[config.mk]
export PLATFORM = sky130hd
export DESIGN_NAME = cache_ctrl_wb
export DESIGN_NICKNAME = d
export VERILOG_FILES = /design/src/rtl/cache_ctrl_wb.sv
export SDC_FILE = /design/constraint.sdc
export NUM_CORES = 1
export LEC_CHECK = 0
export ABC_CLOCK_PERIOD_IN_PS = 1800
export CAP_MARGIN = 30
export CORE_MARGIN = 5
export CORE_UTILIZATION = 46
export CTS_CLUSTER_DIAMETER = 200
export DETAILED_ROUTE_END_ITERATION = 16
export PLACE_DENSITY_LB_ADDON = 0.3
export SLEW_MARGIN = 10
export SYNTH_ARGS = -nofsm -noshare
export SYNTH_HDL_FRONTEND = slang
export SYNTH_SLANG_ARGS = --single-unit
export TNS_END_PERCENT = 20
[constraint.sdc]
create_clock -name clk -period 1.8 [get_ports clk]
set_input_delay 0.36 -clock clk [delete_from_list [all_inputs] [get_ports clk]]
set_output_delay 0.36 -clock clk [all_outputs]
set_load 0.01 [all_outputs]
[src/rtl/cache_ctrl_wb.sv]
// L1 cache controller FSM: write-back eviction, write upgrades, line flush,
// snoop servicing (optional MOESI Owned) and ACE request timeout with bounded retry.
module cache_ctrl_wb #(
    parameter int WIDTH_STATE    = 3,
    parameter int MOESI_EN       = 0,
    parameter int TIMEOUT_CYCLES = 64,
    parameter int MAX_RETRY      = 3
) (
    input  logic                   clk,
    input  logic                   rst_n,
    input  logic [1:0]             cpu_request,
    output logic                   cache_ready,
    output logic                   cache_complete,
    output logic                   cache_error,
    input  logic                   cache_hit,
    input  logic                   cache_miss,
    input  logic [WIDTH_STATE-1:0] line_state,
    output logic                   write_from_cpu,
    output logic                   write_from_interconnect,
    output logic                   state_update,
    output logic [WIDTH_STATE-1:0] new_state,
    output logic                   read_req,
    output logic                   write_req,
    output logic                   invalid_req,
    output logic                   req_unique,
    input  logic                   ace_ready,
    input  logic                   ace_shared,
    input  logic                   snoop_valid,
    input  logic                   snoop_inv,
    output logic                   snoop_ack,
    output logic                   snoop_pass_dirty
);
    localparam logic [WIDTH_STATE-1:0] LS_I = WIDTH_STATE'(0);
    localparam logic [WIDTH_STATE-1:0] LS_S = WIDTH_STATE'(1);
    localparam logic [WIDTH_STATE-1:0] LS_E = WIDTH_STATE'(2);
    localparam logic [WIDTH_STATE-1:0] LS_M = WIDTH_STATE'(3);
    localparam logic [WIDTH_STATE-1:0] LS_O = WIDTH_STATE'(4);
    localparam int WW = $clog2(TIMEOUT_CYCLES + 1);
    localparam int RW = $clog2(MAX_RETRY + 2);
    localparam logic [1:0] REQ_RD = 2'b01, REQ_WR = 2'b10, REQ_FL = 2'b11;

    typedef enum logic [3:0] {
        IDLE, LOOKUP, EVICT, FILL, UPGRADE, UPDATE, SNOOP, COMPLETE, ERROR
    } state_e;

    state_e          state_q, state_d;
    logic [1:0]      req_q, req_d;
    logic [WW-1:0]   wait_q, wait_d;
    logic [RW-1:0]   retry_q, retry_d;
    logic            drop_q, drop_d;
    logic            dirty, ace_wait, req_on;

    assign dirty    = (line_state == LS_M) || (line_state == LS_O);
    assign ace_wait = (state_q == EVICT) || (state_q == FILL) || (state_q == UPGRADE);
    assign req_on   = ace_wait && !drop_q;

    always_comb begin
        state_d                 = state_q;
        req_d                   = req_q;
        wait_d                  = wait_q;
        retry_d                 = retry_q;
        drop_d                  = 1'b0;
        cache_ready             = (state_q == IDLE) && !snoop_valid;
        cache_complete          = 1'b0;
        cache_error             = 1'b0;
        write_from_cpu          = 1'b0;
        write_from_interconnect = 1'b0;
        state_update            = 1'b0;
        new_state               = LS_I;
        read_req                = req_on && (state_q == FILL);
        write_req               = req_on && (state_q == EVICT);
        invalid_req             = req_on && (state_q == UPGRADE);
        req_unique              = req_on && (state_q == FILL) && (req_q == REQ_WR);
        snoop_ack               = 1'b0;
        snoop_pass_dirty        = 1'b0;

        // Shared request/timeout bookkeeping; ace_ready wins over a same-cycle timeout.
        if (req_on) begin
            if (ace_ready) begin
                wait_d  = '0;
                retry_d = '0;
            end else if (wait_q == WW'(TIMEOUT_CYCLES - 1)) begin
                if (retry_q == RW'(MAX_RETRY)) begin
                    state_d = ERROR;
                end else begin
                    drop_d  = 1'b1;
                    retry_d = retry_q + 1'b1;
                    wait_d  = '0;
                end
            end else begin
                wait_d = wait_q + 1'b1;
            end
        end

        case (state_q)
            IDLE: begin
                wait_d  = '0;
                retry_d = '0;
                if (snoop_valid) begin
                    state_d = SNOOP;
                end else if (cpu_request != 2'b00) begin
                    req_d   = cpu_request;
                    state_d = LOOKUP;
                end
            end
            LOOKUP: begin
                if (cache_hit) begin
                    case (req_q)
                        REQ_WR:  state_d = (line_state == LS_M || line_state == LS_E) ? UPDATE : UPGRADE;
                        REQ_FL: begin
                            if (dirty) begin
                                state_d = EVICT;
                            end else begin
                                state_update = 1'b1;
                                new_state    = LS_I;
                                state_d      = COMPLETE;
                            end
                        end
                        default: state_d = COMPLETE;
                    endcase
                end else if (cache_miss) begin
                    if (req_q == REQ_FL) state_d = COMPLETE;
                    else                 state_d = dirty ? EVICT : FILL;
                end
            end
            EVICT: begin
                if (req_on && ace_ready) begin
                    if (req_q == REQ_FL) begin
                        state_update = 1'b1;
                        new_state    = LS_I;
                        state_d      = COMPLETE;
                    end else begin
                        state_d = FILL;
                    end
                end
            end
            FILL: begin
                if (req_on && ace_ready) begin
                    write_from_interconnect = 1'b1;
                    state_update            = 1'b1;
                    if (req_q == REQ_WR) begin
                        new_state = LS_E;
                        state_d   = UPDATE;
                    end else begin
                        new_state = ace_shared ? LS_S : LS_E;
                        state_d   = COMPLETE;
                    end
                end
            end
            UPGRADE: if (req_on && ace_ready) state_d = UPDATE;
            UPDATE: begin
                write_from_cpu = 1'b1;
                state_update   = 1'b1;
                new_state      = LS_M;
                state_d        = COMPLETE;
            end
            SNOOP: begin
                snoop_ack = 1'b1;
                state_d   = IDLE;
                if (snoop_inv) begin
                    state_update     = (line_state != LS_I);
                    snoop_pass_dirty = dirty;
                end else if (line_state == LS_M) begin
                    state_update     = 1'b1;
                    new_state        = (MOESI_EN != 0) ? LS_O : LS_S;
                    snoop_pass_dirty = (MOESI_EN == 0);
                end else if (line_state == LS_E) begin
                    state_update = 1'b1;
                    new_state    = LS_S;
                end
            end
            COMPLETE: begin
                cache_complete = 1'b1;
                state_d        = IDLE;
            end
            ERROR: begin
                cache_complete = 1'b1;
                cache_error    = 1'b1;
                state_d        = IDLE;
            end
            default: state_d = IDLE;
        endcase
    end

    always_ff @(posedge clk or negedge rst_n) begin
        if (!rst_n) begin
            state_q <= IDLE;
            req_q   <= 2'b00;
            wait_q  <= '0;
            retry_q <= '0;
            drop_q  <= 1'b0;
        end else begin
            state_q <= state_d;
            req_q   <= req_d;
            wait_q  <= wait_d;
            retry_q <= retry_d;
            drop_q  <= drop_d;
        end
    end
endmodule

# Word-level counts from Yosys, hierarchy flattened
# Cells that the tools add are included.
totals:
  in_bits: 13
  wordCells: 105
  ff_bits: 17
  out_inout_bits: 15
classes:
  addsub: 2
  eq_ne: 17
  bitwise: 1
  n_reduce_logical: 22
  mux: 58
ops:
  columns: ["operator", "n"]
  rows:
  - ["$mux W4", 11]
  - ["$mux W7", 5]
  - ["$mux W1", 26]
  - ["$mux W3", 8]
  - ["$pmux W4 S6", 1]
  - ["$eq A4 B3 Y1 const B", 4]
  - ["$eq A3 B2 Y1 const B", 3]
  - ["$eq A4 B2 Y1 const B", 2]
  - ["$mux W2", 4]
  - ["$add A7 B1 Y7 const B", 1]
  - ["$eq A7 B6 Y1 const B", 1]
  - ["$logic_and A1 B1 Y1", 7]
  - ["$pmux W2 S3", 1]
  - ["$pmux W3 S2", 1]
  - ["$reduce_and A3 Y1", 2]
  - ["$reduce_bool A3 Y1", 2]
  - ["$pmux W1 S5", 1]
  - ["$eq A2 B2 Y1 const B", 2]
  - ["$eq A4 B1 Y1 const B", 1]
  - ["$eq A4 B4 Y1 const B", 1]
  - ["$logic_not A4 Y1", 1]
  - ["$logic_or A1 B1 Y1", 4]
  - ["$ne A4 B4 Y1 const B", 1]
  - ["$reduce_bool A2 Y1", 2]
  - ["other kinds (7)", 8]

# Logic depth before layout (Yosys ltp)
# Gate-level depths: netlist (run 1).
logic_depth:
  word_depth: 8
  mapped_depth: 7
  depth_no_buf: 7

# Worst setup path before layout (run 1)
# No wires, ideal clock.
synth_path:
  path_type: "register to output"
  start: "register state_q[2]"
  end: "output port new_state[0]"
  arrival_time_ps: 1563
  path_stages_with_launch: 8
  slack_ps: -123
  n_path_buf: 2
  t_required_ps: 1440
  cell_sequence: "dfrtp_1 > clkbuf_1 > buf_2 > nor2_1 > nand3_1 > nor3_1 > nand3_1 > o311ai_1"
synth_between:
  elab_chain_len: 7
  word_cells_on_any_way: 11
  cone_classes: "eq/ne: 5; mux: 2; reduce/logical: 4"
synth_rtl:
  columns: ["element", "line", "source"]
  rows:
  - ["from (decl)", "46", "state_e state_q, state_d;"]
  - ["from (signal assigned)", "193", "state_q <= state_d;"]
  - ["$eq A4 B2 Y1", "54, 95", null]
  - ["$logic_or A1 B1 Y1 (2 in a row)", "54", "assign ace_wait = (state_q == EVICT) || (state_q == FILL) || (state_q == UPGRADE);"]
  - ["$logic_and A1 B1 Y1", "55", "assign req_on = ace_wait && !drop_q;"]
  - ["$logic_and A1 B1 Y1", "127, 138", null]
  - ["$mux W2", "138", "if (req_on && ace_ready) begin"]
  - ["$pmux W2 S3 (*)", "95", "case (state_q)"]
  - ["to (decl)", "21", "output logic [WIDTH_STATE-1:0] new_state,"]
# Every way passes the cells marked *; elsewhere a longest branch is shown, timed or not.

# Worst setup path in the final report (run 1)
layout_path:
  start: "register state_q[1]"
  end: "output port state_update"
layout_between:
  elab_chain_len: 7
  word_cells_on_any_way: 13
  cone_classes: "eq/ne: 6; mux: 3; reduce/logical: 4"
layout_rtl:
  columns: ["element", "line", "source"]
  rows:
  - ["$eq A4 B2 Y1", "54, 95", null]
  - ["$logic_or A1 B1 Y1 (2 in a row)", "54", null]
  - ["$logic_and A1 B1 Y1", "55", null]
  - ["$logic_and A1 B1 Y1", "127, 138", null]
  - ["$mux W1, on equally long branches", "138, 127", null]
  - ["$pmux W1 S5 (*)", "95", null]
  - ["to (decl)", "20", "output logic state_update,"]
# Marked as above.

==> results of run 1 <==
[routing by layer]
metal  up-vias  wire length, um
met5         -                0
met4         0              228
met3        25              443
met2       117             2900
met1       881             2260
li1        788                -
[sequential cells by signal, summed over array words and instances, names as in the netlist]
signal,cells
wait_q,7
state_q,4
retry_q,3
req_q,2
drop_q,1
[how the worst max path moves through the flow]
| stage | from | to | slack (ps) | cells past startpoint |
|---|---|---|---|---|
| floorplan | state_q[2] | state_update | -20 | 5 |
| global placement | ace_ready | new_state[0] | -540 | 6 |
| detailed placement | ace_ready | new_state[0] | -580 | 6 |
| CTS | state_q[2] | new_state[0] | -280 | 8 |
| global route | state_q[2] | new_state[0] | -400 | 8 |
| finish | state_q[1] | state_update | -320 | 6 |
[power breakdown]
group          switching, uW  internal, uW  leakage (uW)  total (uW)
Combinational           1340          1420      0.000900        2760
Sequential               151           475      0.000222         626
Clock                    118          86.4     0.0000150         205
Total                   1610          1980       0.00114        3590
[layout make-up]
cell class / count / area (um^2) / area share, %
clock buffers: 4 / 26.3 / 1.08
inverters: 6 / 22.5 / 0.928
multi-input cells: 134 / 1060 / 43.7
flip-flops and latches: 17 / 429 / 17.7
well taps: 31 / 38.8 / 1.60
repair buffers: 100 / 850 / 35.0
[critical path, delay by kind of cell, from the launching register on]
family / cells / cell delay (ps)
buffers and inverters: 3 / 540
DFF: 1 / 500
and+or+nand+nor: 1 / 260
AOI/OAI and AO/OA: 2 / 170
[kinds of logic (layout without fill, tap and decap cells)]
kind of cell / after synthesis / after routing / synth area share (%)
xor+xnor: 4 / 4 / 2.60
fa+ha+maj: 3 / 3 / 2.78
other cells: 1 / 1 / 0.278
flops: 17 / 17 / 31.5
simple gates: 85 / 85 / 36.0
compound gates: 39 / 39 / 20.9
mux: 2 / 2 / 1.48
buf+inv: 12 / 110 / 4.45
[stage by stage]
step	setup TNS (ps)	util (%)
2_1_floorplan	-21.1	-
3_3_place_gp	-5820	71.0
3_5_place_dp	-6430	71.0
4_1_cts	-2800	80.6
5_1_grt	-5770	87.3
6_report	-4300	87.3
[cell usage in the layout, fill, tap and decap left out, types with 3 or more instances in the layout]
cell type | synthesis | routed
nor3_4 | 0 | 4
nand2_1 | 19 | 17
buf_4 | 1 | 51
o21ai_0 | 5 | 3
clkbuf_4 | 0 | 3
nand3_1 | 6 | 4
nand2b_1 | 5 | 4
or2_4 | 0 | 3
buf_6 | 0 | 23
dfrtp_1 | 17 | 14
or3_4 | 2 | 3
clkdlybuf4s50_1 | 0 | 12
a21oi_1 | 9 | 7
nor2_1 | 18 | 12
buf_2 | 1 | 11
o21a_1 | 4 | 4
nor2_4 | 0 | 4
nor2b_1 | 5 | 4
nor3_1 | 6 | 3
ha_1 | 3 | 3
dfrtp_2 | 0 | 3
and3_1 | 3 | 3
inv_1 | 6 | 5
[repair_timing]
action	CTS	global route
setup buffers	20	13
cloned	0	0
pin swaps	10	13
endpoints found under the setup margin	23	28
resized for setup	86	39
hold buffers	0	0
==> results.py, run 1 <==
metrics = {
    "placement": {
        "dpl.hpwl_um": 3170,
        "place_area_um2": 1980,
        "placed_cells": 262,
        "post-place-ws_ps": -583,
        "place.gp.congestion": 0.917,
        "port_buffers": 26,
    },
    "detailed_routing": {
        "dr.pass1.iters": 4,
        "initialDrtViolationCount": 139,
        "detail-route-antenna-nets": 0,
        "via_per_inst": 6.20,
        "drc": 0,
        "wire_per_inst_um": 20.0,
        "vias": 1811,
        "wirelength_um": 5830,
    },
    "sta": {
        "worst_slew_pin_slew_ps": 607,
        "max_slew_margin_pct": 59.4,
        "setup_viol": 27,
        "whs_ps": 374,
        "rsz0062_at_grt": "yes",
        "fin_crit_ps": 2120,
        "min_period_over_period_pct": 118,
        "fin_worst_skew_ps": 2.49,
        "finalMaxSlewViolations": 0,
        "final.setup.worst_slack_ps": -321,
        "max_freq_ghz": 0.471,
        "hold_violations": 0,
    },
    "logic_synthesis": {
        "ys_seq_elements": 17,
        "synth_nets": 179,
        "ys.flop_type": "dfrtp_1",
        "synth_warnings": 0,
        "syn_area_per_cell_um2": 8.27,
        "netlist_area_um2": 1350,
        "yosys.area.top_type": "dfrtp_1",
        "synth_cell_types": 54,
        "synth-edff-count": 0,
        "synth_most_common_cell": "nand2_1",
        "synthCells": 163,
        "synth.area.top_cells": "dfrtp_1 32%, nand2_1 5.3%, nor2_1 5.0%, a21oi_1 3.3%, ha_1 2.8%",
        "synthArstFlopShare_pct": 100,
        "synth_top_area_share_pct": 31.5,
        "synth_commonest_cells": "19 x nand2_1, 18 x nor2_1, 17 x dfrtp_1",
        "ys_seq_area_share_pct": 31.5,
    },
    "global_routing": {
        "top_usage_layer": "met2",
        "grt_usage_pct": 24.5,
        "grt_max_degree": 18,
        "grt_pass1_wl_um": 8210,
        "overflow": 0,
        "grt_use_met2_pct": 43.2,
        "antenna_found_initial": 0,
        "met3_usage_pct": 4.73,
        "use_met1_pct": 27.7,
        "grt_pass1_vias": 1781,
    },
    "worst_setup_path": {
        "timing.rr.start": "state_q[1]",
        "ff2ff_path_depth": 8,
        "reg2reg_to": "retry_q[1]",
        "r2r_slack_ps": -250,
        "crit_path_max_fanout": 7,
        "cp-start-kind": "flop",
        "cp_slowest_cell": "dfrtp_2",
        "critical_path_arrival_ps": 1760,
        "worstPathRequired_ps": 1440,
        "critPathKind": "flop to output pin",
        "crit_path_end_kind": "output pin",
        "crit_top_cell": "buf_4",
        "path_cells": "buf_4, nor4b_4, buf_4, a31oi_1, o311ai_1, buf_2",
        "max_stage_delay_ps": 500,
    },
    "clocking": {
        "clock_latency_ps": 290,
        "clk_pin_slew_worst_paths_ps": 90,
        "cts_buffer_depth": 2,
        "root_buffer": "clkbuf_4",
        "cts_tree": "done",
        "numCtsBuffers": 3,
        "clock_sinks": 17,
        "htree_levels": 1,
    },
    "outcome": {
        "status": "finished with violations",
        "violations": "negative setup slack",
    },
    "die": {
        "io_pins": 28,
        "core_um2": 2780,
        "start_util_pct": 48.5,
        "die-height_um": 64.2,
        "rows": 19,
        "die_w_um": 64.2,
        "fp.dieArea_um2": 4120,
    },
    "finish": {
        "final_area_um2": 2430,
        "nets": 278,
        "syn2layout_area_growth_pct": 80.0,
        "antennaDiodeCount": 0,
        "stdcell_count": 292,
        "drive_gt1_share_pct": 50.2,
        "fillerInstances": 126,
    },
    "power": {
        "ir_drop_mv": 1.33,
        "power.total_uw": 3590,
        "power_density_nw_per_um2": 1480,
        "p_leak_uw": 0.00114,
    },
    "job": {
        "max-cap-violations": 0,
    },
    "worst_hold_path": {
        "min_path_type": "input port to async pin",
    },
}
No activity file was read; power rests on OpenSTA's default activity.
==> inputs of run 2 (changes only) <==
--- a/config.mk
+++ b/config.mk
@@ -11,6 +11,7 @@
 export CORE_UTILIZATION = 46
 export CTS_CLUSTER_DIAMETER = 200
 export DETAILED_ROUTE_END_ITERATION = 16
+export HOLD_SLACK_MARGIN = 0.02
 export PLACE_DENSITY_LB_ADDON = 0.3
 export SLEW_MARGIN = 10
 export SYNTH_ARGS = -nofsm -noshare
==> results of run 2 <==
The final DEF is identical to that of run 1; final timing and power are the same.
==> inputs of run 3 (changes only) <==
--- a/config.mk
+++ b/config.mk
@@ -5,10 +5,10 @@
 export SDC_FILE = /design/constraint.sdc
 export NUM_CORES = 1
 export LEC_CHECK = 0
-export ABC_CLOCK_PERIOD_IN_PS = 1800
+export ABC_CLOCK_PERIOD_IN_PS = 2100
 export CAP_MARGIN = 30
 export CORE_MARGIN = 5
-export CORE_UTILIZATION = 46
+export CORE_UTILIZATION = 51
 export CTS_CLUSTER_DIAMETER = 200
 export DETAILED_ROUTE_END_ITERATION = 16
 export HOLD_SLACK_MARGIN = 0.02
==> constraint.sdc (replaced) <==
create_clock -name clk -period 2.1 [get_ports clk]
set_input_delay 0.42 -clock clk [delete_from_list [all_inputs] [get_ports clk]]
set_output_delay 0.42 -clock clk [all_outputs]
set_load 0.01 [all_outputs]
==> run 3 against run 2 <==
Net effect:
- the flow still finishes with violations (negative setup slack)
- clock power decreased by 9%
- hold slack improved by 55 ps
- sequential power decreased by 11%
- non-clock buffer count decreased by 13
- clock skew increased by 2.5 ps
- register-to-register slack improved by 270 ps
- global-route usage increased by 8.3 points
- worst setup slack improved by 180 ps
- critical path type unchanged
- die area decreased by 8.3%
- cell area decreased by 8.5%
==> results.py, run 3 (synthesis gave the netlist of run 1 again) <==
metrics = {
    "finish": {
        "largest_register_ffs": 7,
        "regMostFlops": "wait_q",
        "layout_common_cells": "48 x buf_4, 18 x nand2_1, 15 x buf_6, 14 x dfrtp_1, 13 x nor2_1",
        "antennaDiodeCount": 0,
        "fillerInstances": 109,
        "drive_gt1_share_pct": 45.6,
        "final_common_cell": "buf_4",
        "stdcell_count": 278,
        "reg.largest.list": "wait_q x7, state_q x4, retry_q x3",
        "utilization_pct": 88.8,
        "nets": 265,
        "syn2layout_area_growth_pct": 64.7,
    },
    "power": {
        "p_switching_uw": 1300,
        "p_leak_uw": 0.00105,
        "p_int_uw": 1520,
        "clkPwrFrac_pct": 6.6,
        "swShare_pct": 46.0,
        "ir_drop_mv": 1.20,
        "power_density_nw_per_um2": 1270,
        "combPwrFrac_pct": 73.7,
        "seqPwrFrac_pct": 19.7,
    },
    "die": {
        "fp.dieArea_um2": 3770,
        "rows": 18,
        "io_pins": 28,
        "start_util_pct": 54.0,
        "die-height_um": 61.4,
        "core_um2": 2500,
        "die_w_um": 61.4,
    },
    "clocking": {
        "cts_tree": "done",
        "clk_pin_slew_worst_paths_ps": 110,
        "cts_hold_buf": 0,
        "clock_sinks": 17,
        "root_buffer": "clkbuf_4",
        "clock_latency_ps": 300,
        "htree_levels": 1,
        "cts_buffer_depth": 2,
        "numCtsBuffers": 3,
    },
    "placement": {
        "dpl.hpwl_um": 3110,
        "port_buffers": 26,
        "placed_cells": 252,
        "place.gp.congestion": 0.993,
    },
    "global_routing": {
        "use_met1_pct": 41.6,
        "grt_pass1_wl_um": 9020,
        "antenna_found_initial": 0,
        "top_usage_layer": "met2",
        "grt_max_degree": 18,
        "overflow": 0,
        "grt_usage_pct": 32.9,
        "met3_usage_pct": 7.34,
        "grt_use_met2_pct": 52.7,
        "grt_pass1_vias": 1785,
    },
    "sta": {
        "finalMaxSlewViolations": 0,
        "fin_worst_skew_ps": 5.02,
        "max_freq_ghz": 0.446,
        "final.setup.worst_slack_ps": -140,
        "fin_crit_ps": 2240,
        "min_period_over_period_pct": 107,
        "hold_violations": 0,
        "setup_viol": 7,
        "rsz0062_at_grt": "yes",
    },
    "worst_hold_path": {
        "min_path_type": "input port to async pin",
    },
    "detailed_routing": {
        "detail-route-antenna-nets": 0,
        "drc": 0,
        "vias": 1820,
        "via_per_inst": 6.55,
        "dr.pass1.iters": 6,
        "initialDrtViolationCount": 229,
        "wirelength_um": 5850,
        "wire_per_inst_um": 21.0,
    },
    "worst_setup_path": {
        "worstPathRequired_ps": 1680,
        "crit_path_max_fanout": 6,
        "critical_path_arrival_ps": 1820,
        "critPathKind": "flop to output pin",
        "crit_path_end_kind": "output pin",
        "cp-start-kind": "flop",
    },
    "job": {
        "max-cap-violations": 0,
    },
    "outcome": {
        "status": "finished with violations",
        "violations": "negative setup slack",
    },
}
[run 3: final cells by class]
class	instances	area, um^2	area share, %
Multi-Input combinational cell	134	992	44.7
Clock inverter	1	5.00	0.225
Timing Repair Buffer	87	712	32.1
Clock buffer	3	22.5	1.01
Tap cell	30	37.5	1.69
Inverter	6	22.5	1.01
Sequential cell	17	429	19.3
[run 3: power groups by stage]
| stage | clock (uW) | combinational [uW] | sequential [uW] |
|---|---|---|---|
| floorplan | 0 | 798 | 472 |
| global placement | 0 | 1420 | 521 |
| detailed placement | 0 | 1460 | 528 |
| CTS | 181 | 1750 | 521 |
| global route | 208 | 2190 | 559 |
| finish | 187 | 2080 | 556 |
[run 3: final timing paths]
path                                 start           end  slack, ps  depth (start not counted)
worst max register to register  state_q[2]    retry_q[1]         20                          7
min in group clk                retry_q[2]    retry_q[2]        520                          1
max in group asynchronous            rst_n    state_q[2]       1460                          2
worst max-delay path            state_q[1]  new_state[0]       -140                          9
worst min register to register  retry_q[2]    retry_q[2]        520                          1
worst min-delay path                 rst_n    state_q[0]        430                          2
[run 3: repair_timing]
action                                  in CTS  in global routing
setup buffers                               20                  9
endpoints found under the setup margin      14                 19
gates cloned                                 0                  0
pin swaps                                    4                 11
resized for setup                           64                 41
[run 3: worst max-delay path, cell delays in order, from the launching register on]
cell	delay [ps]
dfrtp_2	490
buf_6	140
buf_6	110
nand3_4	80
buf_6	130
nor3_4	130
buf_4	140
nand3_2	70
o311ai_2	70
buf_2	170
[run 3: layer usage]
layer,vias up,share of wire [%]
met5,-,0
met4,0,5.4
met3,49,12
met2,176,46
met1,833,36
li1,762,-
[run 3: stage by stage]
stage	area [um^2]	total power [uW]	setup slack, ps	TNS (ps)	hold slack [ps]
final	2220	2820	-140	-517	429
after global routing	2220	2950	-179	-746	443
after CTS	2160	2450	-206	-621	438
after detailed placement	1900	1990	-424	-2400	482
after global placement	1900	1940	-347	-1940	486
after floorplan	1350	1270	117	0	124
